`config.mk`:
```
export PLATFORM = sky130hd
export DESIGN_NAME = dz_frame_ctrl
export DESIGN_NICKNAME = d
export VERILOG_FILES = /design/src/rtl/dz_pkg.sv /design/src/rtl/dz_lfsr.sv /design/src/rtl/dz_frame_ctrl.sv
export SDC_FILE = /design/constraint.sdc
export NUM_CORES = 1
export LEC_CHECK = 0
export BUFFER_PORTS_ARGS = -buffer_cell sky130_fd_sc_hd__buf_2
export CAP_MARGIN = 40
export CELL_PAD_IN_SITES_DETAIL_PLACEMENT = 2
export CELL_PAD_IN_SITES_GLOBAL_PLACEMENT = 2
export CORE_ASPECT_RATIO = 1.4
export CORE_MARGIN = 2
export CORE_UTILIZATION = 31
export CTS_CLUSTER_SIZE = 10
export DETAILED_ROUTE_END_ITERATION = 8
export PLACE_DENSITY = 0.78
export SYNTH_ARGS = -nofsm -noshare
export SYNTH_HDL_FRONTEND = slang
export SYNTH_SLANG_ARGS = --single-unit
```
`constraint.sdc`:
```
create_clock -name clk -period 1.5 [get_ports clk]
set_input_delay 0.3 -clock clk [delete_from_list [all_inputs] [get_ports clk]]
set_output_delay 0.3 -clock clk [all_outputs]
set_load 0.05 [all_outputs]
```
`src/rtl/dz_pkg.sv`:
```
// Shared types and constants for the egg-hatch dot-matrix frame path.
package dz_pkg;

   typedef enum logic [2:0] {
      IDLE,
      PROGRESS,
      HATCH,
      ANIMAL,
      FAIL
   } dz_state_t;

   localparam logic [1:0] COL_OFF   = 2'b00;
   localparam logic [1:0] COL_RED   = 2'b01;
   localparam logic [1:0] COL_GREEN = 2'b10;

   // x^8+x^6+x^5+x^4+1: bit i set means register stage i+1 feeds the XOR.
   localparam logic [7:0] LFSR_TAPS_8 = 8'hB8;

endpackage

```
`src/rtl/dz_lfsr.sv`:
```
// Free-running Fibonacci LFSR; advances every cycle and never reaches zero
// from a non-zero seed.
module dz_lfsr import dz_pkg::*; #(
   parameter int                LFSR_W    = 8,
   parameter logic [LFSR_W-1:0] LFSR_SEED = LFSR_W'(8'hA5),
   parameter logic [LFSR_W-1:0] TAPS      = LFSR_W'(LFSR_TAPS_8)
) (
   input  logic              clk,
   input  logic              rst_n,
   output logic [LFSR_W-1:0] q
);

   always_ff @(posedge clk or negedge rst_n) begin
      if (!rst_n) begin
         q <= LFSR_SEED;
      end else begin
         q <= {q[LFSR_W-2:0], ^(q & TAPS)};
      end
   end

endmodule

```
`src/rtl/dz_frame_ctrl.sv`:
```
// Frame controller for the egg-hatch display: maps progress to images, rolls
// an animal on hatch, blinks it, then holds it. All outputs are registered.
module dz_frame_ctrl import dz_pkg::*; #(
   parameter int                STAGES      = 16,
   parameter int                PROG_FRAMES = 8,
   parameter int                NUM_ANIMALS = 4,
   parameter int                FRAME_W     = 4,
   parameter int                BLINK_HALF  = 4,
   parameter int                BLINK_COUNT = 3,
   parameter int                LFSR_W      = 8,
   parameter logic [LFSR_W-1:0] LFSR_SEED   = LFSR_W'(8'hA5)
) (
   input  logic                           clk,
   input  logic                           rst_n,
   input  logic                           load,
   input  logic                           fail,
   input  logic [$clog2(STAGES):0]        dz_num,
   output logic [FRAME_W-1:0]             frame_idx,
   output logic [1:0]                     colour,
   output logic                           blank,
   output logic                           frame_upd,
   output logic [$clog2(NUM_ANIMALS)-1:0] animal_id,
   output logic                           busy
);

   localparam int N_W    = $clog2(STAGES) + 1;
   localparam int AID_W  = $clog2(NUM_ANIMALS);
   localparam int SHIFT  = $clog2(STAGES) - $clog2(PROG_FRAMES);
   localparam int HALF_W = $clog2(BLINK_HALF + 1);
   localparam int PER_W  = $clog2(2 * BLINK_COUNT + 1);

   localparam logic [FRAME_W-1:0] FAIL_FRAME = FRAME_W'(PROG_FRAMES + NUM_ANIMALS);
   localparam logic [N_W-1:0]     N_MAX      = N_W'(STAGES);
   localparam logic [HALF_W-1:0]  HALF_LAST  = HALF_W'(BLINK_HALF - 1);
   localparam logic [PER_W-1:0]   PER_LAST   = PER_W'(2 * BLINK_COUNT - 1);

   logic [LFSR_W-1:0]  lfsr_q;
   logic [N_W-1:0]     n;
   logic               hatch_req;
   logic [AID_W-1:0]   roll;
   logic [FRAME_W-1:0] prog_frame;

   dz_state_t          state, state_n;
   logic [FRAME_W-1:0] frame_n;
   logic [1:0]         colour_n;
   logic               blank_n, busy_n, upd_n;
   logic [AID_W-1:0]   animal_n;
   logic [HALF_W-1:0]  half_cnt, half_n;
   logic [PER_W-1:0]   per_cnt, per_n;
   logic               go_hatch, go_prog;

   dz_lfsr #(
      .LFSR_W    (LFSR_W),
      .LFSR_SEED (LFSR_SEED)
   ) u_lfsr (
      .clk   (clk),
      .rst_n (rst_n),
      .q     (lfsr_q)
   );

   assign n          = (dz_num > N_MAX) ? N_MAX : dz_num;
   assign hatch_req  = (n == N_MAX);
   assign roll       = AID_W'(lfsr_q);
   assign prog_frame = FRAME_W'(n >> SHIFT);

   always_comb begin
      state_n  = state;
      frame_n  = frame_idx;
      colour_n = colour;
      blank_n  = blank;
      busy_n   = busy;
      animal_n = animal_id;
      half_n   = half_cnt;
      per_n    = per_cnt;
      go_hatch = 1'b0;
      go_prog  = 1'b0;

      if (load && fail) begin
         state_n  = FAIL;
         frame_n  = FAIL_FRAME;
         colour_n = COL_GREEN;
         blank_n  = 1'b0;
         busy_n   = 1'b0;
         half_n   = '0;
         per_n    = '0;
      end else begin
         unique case (state)
            IDLE, PROGRESS, FAIL: begin
               if (load) begin
                  go_hatch = hatch_req;
                  go_prog  = !hatch_req;
               end
            end
            // A finished animal is only replaced by a new egg, never re-rolled.
            ANIMAL: go_prog = load && !hatch_req;
            HATCH: begin
               if (half_cnt == HALF_LAST) begin
                  half_n = '0;
                  if (per_cnt == PER_LAST) begin
                     state_n = ANIMAL;
                     blank_n = 1'b0;
                     busy_n  = 1'b0;
                     per_n   = '0;
                  end else begin
                     per_n   = per_cnt + 1'b1;
                     blank_n = !blank;
                  end
               end else begin
                  half_n = half_cnt + 1'b1;
               end
            end
            default: state_n = IDLE;
         endcase
      end

      if (go_prog) begin
         state_n  = PROGRESS;
         frame_n  = prog_frame;
         colour_n = COL_RED;
         blank_n  = 1'b0;
      end

      if (go_hatch) begin
         state_n  = HATCH;
         animal_n = roll;
         frame_n  = FRAME_W'(PROG_FRAMES) + FRAME_W'(roll);
         colour_n = COL_RED;
         blank_n  = 1'b0;
         busy_n   = 1'b1;
         half_n   = '0;
         per_n    = '0;
      end

      upd_n = (frame_n != frame_idx) || (colour_n != colour) || (blank_n != blank);
   end

   always_ff @(posedge clk or negedge rst_n) begin
      if (!rst_n) begin
         state     <= IDLE;
         frame_idx <= '0;
         colour    <= COL_OFF;
         blank     <= 1'b1;
         frame_upd <= 1'b0;
         animal_id <= '0;
         busy      <= 1'b0;
         half_cnt  <= '0;
         per_cnt   <= '0;
      end else begin
         state     <= state_n;
         frame_idx <= frame_n;
         colour    <= colour_n;
         blank     <= blank_n;
         frame_upd <= upd_n;
         animal_id <= animal_n;
         busy      <= busy_n;
         half_cnt  <= half_n;
         per_cnt   <= per_n;
      end
   end

endmodule

```
# After elaboration in Yosys (flattened, before gate mapping)
# Cells that the tools add are included.
dict set report word_totals {
  ff_bits 28
  latch_bits 0
  ram_bits 0
  mem_bits_ro 0
  inputBits 9
  output_inout_bits 11
  wordCells 82
  n_memories 0
}
dict set report classes {
  n_addsub 3
  multipliers 0
  div 0
  order_cmp 1
  n_eq_ne 13
  shifts 0
  n_mux 39
  bitwise_logic 0
  n_reduce_logical 16
}
# cell count
set op_table {}
lappend op_table {{3-bit two-way mux} 14}
lappend op_table {{1-bit two-way mux} 16}
lappend op_table {{4-bit two-way mux} 3}
lappend op_table {{5-bit inequality test, second input constant} 2}
lappend op_table {{3-bit by 2-bit == test with 1-bit output, second input constant} 3}
lappend op_table {{3-bit nonzero test} 3}
lappend op_table {{8-bit XOR reduction} 1}
lappend op_table {{3-bit by 1-bit adder with 3-bit output, second input constant} 2}
lappend op_table {{3-bit == test, second input constant} 2}
lappend op_table {{2-bit two-way mux} 3}
lappend op_table {{3-bit one-hot mux with 2 select lines} 1}
lappend op_table {{3-bit AND reduction} 2}
lappend op_table {{5-bit == test, second input constant} 1}
lappend op_table {{5-bit > comparator, second input constant} 1}
lappend op_table {{5-bit two-way mux} 1}
lappend op_table {{4-bit by 2-bit adder with 4-bit output, first input constant} 1}
lappend op_table {{4-bit by 1-bit inequality test with 1-bit output, second input constant} 1}
lappend op_table {{4-bit inequality test} 1}
lappend op_table {{4-bit OR reduction} 1}
lappend op_table {{3-bit by 1-bit == test with 1-bit output, second input constant} 1}
lappend op_table {{3-bit zero test} 1}
lappend op_table {{3-bit OR reduction} 1}
lappend op_table {{1-bit logical AND} 2}
lappend op_table {{1-bit zero test} 2}
lappend op_table {{5 further kinds} 6}

# Depth between registers and ports, before layout
dict set report depth {
  ltp_word 12
  mapped_depth 6
  depth_no_buf 6
}

# Cells and area by module
# Synthesis repeated with hierarchy kept, for this count alone.
dict set report unflattened {
  hier_cells 127
  area_unflattened_um2 1320.0
}
# mod n_inst cells_per_inst area_per_inst_um2 seq_area_each_um2
set by_module_without_submodules {}
lappend by_module_without_submodules {dz_frame_ctrl 1 116 1088.5 501.7}
lappend by_module_without_submodules {dz_lfsr 1 11 231.5 205.2}

# Worst setup path before layout
# No wires, ideal clock.
dict set report synth_timing {
  kind {register -> register}
  from {reg state[2]}
  to {reg per_cnt[1]}
  setup_time_ps 74
  arrival_time_ps 1530
  t_required_ps 1426
  setup_slack_ps -104
  stages_incl_launch_ff 7
  path_buffers 1
  period_less_slack_ps 1604
  path_cell_list {dfrtp_1 -> buf_6 -> or3b_4 -> nor2_4 -> nand2_2 -> or3_1 -> a21oi_2}
}
dict set report synth_via {
  elab_chain_cells 6
  word_cells_on_any_way 11
  cone_classes {3 x eq/ne; 3 x mux; 5 x reduce/logical}
}
# element line_no
set synth_lines {}
lappend synth_lines {{start, declared} dz_frame_ctrl.sv:43} ;# dz_state_t state, state_n;
lappend synth_lines {{start signal, assigned} dz_frame_ctrl.sv:149} ;# state <= state_n;
lappend synth_lines {{3-bit by 1-bit == test with 1-bit output, or another cell as far along} dz_frame_ctrl.sv:87} ;# unique case (state)
lappend synth_lines {{3-bit OR reduction} dz_frame_ctrl.sv:87}
lappend synth_lines {{1-bit two-way mux} dz_frame_ctrl.sv:87}
lappend synth_lines {{1-bit two-way mux} dz_frame_ctrl.sv:78} ;# if (load && fail) begin
lappend synth_lines {{3-bit nonzero test (no line)} n/a}
lappend synth_lines {{2-bit AND reduction (no line)} n/a}
lappend synth_lines {{end signal, assigned} dz_frame_ctrl.sv:157} ;# per_cnt <= per_n;
lappend synth_lines {{end, declared} dz_frame_ctrl.sv:49} ;# logic [PER_W-1:0] per_cnt, per_n;
# Several ways; a longest one is shown, not always the timed one.
# A chain may end at the register's enable or synchronous reset.

# Final worst setup path
dict set report layout_timing {
  from {reg state[0]}
  to {reg per_cnt[1]}
}
# Same word-level chain as after synthesis.

==> run summary <==
Core area: 0.00420 mm^2
DP Wirelength: 3220 um
Clk buf depth: 2
Crit path max fanout: 7
Clock transition at the registers of the reported paths: 0.10 ns
GR Overflow Total: 0
I/O pin count: 20
Largest net degree at the start of global routing: 29
Worst Max-Slew Pin Slew: 0.622 ns
First-pass GRT wire length: 7190 um
Die Height: 82.3 um
Die width: 59.9 um
Final GP Congestion: 0.792
Initial antenna violation count: 0
Clk_lat worst skew: 0.28 ns
Critical path class: reg -> reg
Power Total: 3.01 mW
Clk root buf: clkbuf_8
Vias: 1222
Status: finished with violations
Register area share after synthesis: 52.1%
Synth top area share: 42.4%
Synth top area cells: dfrtp_1, dfstp_2, a21oi_1, nand2_1, o21ai_0
Vias in the first global route: 1447
DRT met1 WL: 1640 um
Met2 WL: 2660 um
Final Core Density: 43.9%
Hold slack: 0.0112 ns
Final setup vio count: 3
Placed instance area: 0.00164 mm^2
DR pass1 iterations: 4
RSZ-0062 raised after global routing: yes
Setup crit end kind: register
Final worst-path setup slack: -0.113 ns
Cell Area, Synth: 0.00136 mm^2
PortBufs: 18
DRC Markers: 0
Clock sink count: 28
Wirelength per Cell: 19.8 um
Period Utilization, post-route: 108%
Failing checks: setup timing
Metal3 WL: 82 um
VDD IR max: 1.08 mV
Nets: 191
Non-filler cells, final: 225
WP data required: 1.72 ns
Post-Syn Instances: 134
Final setup skew: 0.00379 ns
Critical Path AT: 1.84 ns
Total CTS buffers: 3
Leading area contributor after synthesis: dfrtp_1
Layout cells sized above 1: 44.4%
Power Density: 1630 mW/mm^2
Worst setup SP type: register
Synth Net Count: 144
Uppermost layer routed: met4
ANT nets after route: 0
Post-route design area: 0.00184 mm^2
Most instantiated cells after synthesis: dfrtp_1, nand2_1, a21oi_1, o21ai_0, nor2_1
Initial drt markers: 49
Setup TNS: -0.197 ns
Slew HR: 58.5%
HP Class: in -> async
Cell variety after synth: 42
Overall Global Routing Usage: 20.0%
Ys Warns: 0
Slew Limit Fails: 0
Most frequent cell after synthesis: dfrtp_1
Max Clock Freq: 620 MHz
Seq cells post-synth: 28
Syn_area_per_cell: 10.1 um^2
H-tree depth: 1
Via density: 5.43
Pleak: 0.855 nW
Setup Slack @ Placement: -0.182 ns
Initial Utilization: 32.3%
Post-Route WL: 4450 um
Post-route minimum period: 1.61 ns
Area grow syn2layout: 36.0%
Main synth FF type: dfrtp_1
Placed Cells: 215
Synth async-reset ratio: 100%
Filler Cell Count: 464
Row cnt: 28
Max_cap viols: 0
CTS tree: yes
Final hold vios: 0
Post-CTS Hold Fix Bufs: 0
Diodes inserted: 0
Die area: 0.00493 mm^2
Number of synthesized flops with an enable pin: 0
[sequential cells by signal (all words and copies together) (netlist names)]
signal / cells
colour: 2
frame_upd: 1
animal_id: 2
frame_idx: 4
u_lfsr.q: 8
blank: 1
half_cnt: 3
busy: 1
state: 3
per_cnt: 3
[repair_timing]
| item | in CTS | in global routing |
|---|---|---|
| gates cloned | 0 | 0 |
| endpoints found under the hold margin | 0 | 0 |
| gates resized for setup | 12 | 7 |
| setup buffers | 5 | 1 |
| setup endpoints to repair | 9 | 12 |
| pin swaps | 6 | 3 |
[kinds of logic after synthesis]
kind of cell    count (synthesis)  share of synthesized area [%]
fa+ha+maj                       1                          0.922
flops                          28                           52.1
simple gates                   44                           17.3
buf+inv                        11                           3.97
xor+xnor                        4                           2.58
mux                             3                           2.40
compound gates                 43                           20.8
[report_power, final]
group | switching (mW) | internal (mW) | total, mW
clock network | 0.256 | 0.358 | 0.615
registers | 0.151 | 0.891 | 1.04
logic | 0.814 | 0.538 | 1.35
[worst paths after layout]
| path | start | end | slack (ns) | depth (start not counted) |
|---|---|---|---|---|
| max in group asynchronous | rst_n | state[1]$_DFFE_PN0P_ | 1.03 | 1 |
| hold / removal | rst_n | frame_idx[2]$_DFF_PN0_ | 0.01 | 1 |
| min in group clk | u_lfsr.q[6]$_DFF_PN0_ | u_lfsr.q[7]$_DFF_PN1_ | 0.37 | 0 |
| hold reg to reg | u_lfsr.q[6]$_DFF_PN0_ | u_lfsr.q[7]$_DFF_PN1_ | 0.37 | 0 |
| setup reg to reg | state[0]$_DFFE_PN0P_ | per_cnt[1]$_DFFE_PN0P_ | -0.11 | 5 |
| setup / recovery | state[0]$_DFFE_PN0P_ | per_cnt[1]$_DFFE_PN0P_ | -0.11 | 5 |
[cell type report]
cell class                      instances  area, um^2  share of cell area (%)
Sequential cell                        28         709                    38.5
Timing Repair Buffer                   47         308                    16.7
Clock inverter                          1        30.0                    1.63
Clock buffer                            3        41.3                    2.24
Tap cell                               45        56.3                    3.05
Multi-Input combinational cell         95         677                    36.7
Inverter                                6        22.5                    1.22
[critical path, cell delays in order, from the launching register on]
cell,delay (ns)
dfrtp_2,0.46
or3b_4,0.44
nor2_4,0.13
nand2_2,0.08
or3_4,0.33
a21oi_2,0.11
[cells in the final DEF (no fill, tap or decap), drive strengths merged, types with 2 or more instances in the layout]
cell / Yosys / layout
o21ai: 10 / 10
o31ai: 2 / 2
buf: 3 / 47
nor2: 10 / 10
dfrtp: 23 / 23
nor2b: 2 / 2
nand2b: 6 / 6
a21oi: 14 / 14
nor3: 2 / 2
nand4b: 2 / 2
a221oi: 2 / 2
nand3: 2 / 2
a211oi: 3 / 3
a32oi: 3 / 3
nand2: 15 / 15
dfstp: 5 / 5
clkbuf: 2 / 3
o22ai: 2 / 2
inv: 6 / 6
xnor2: 3 / 3
mux2: 2 / 2
[metal layers]
metal  GRT usage, %  up-vias
li1               -      568
met1           19.0      626
met2           41.3       21
met3           3.43        7
met4           6.22        0
met5              0        -
Note: power is estimated with default switching activity, not from simulation.
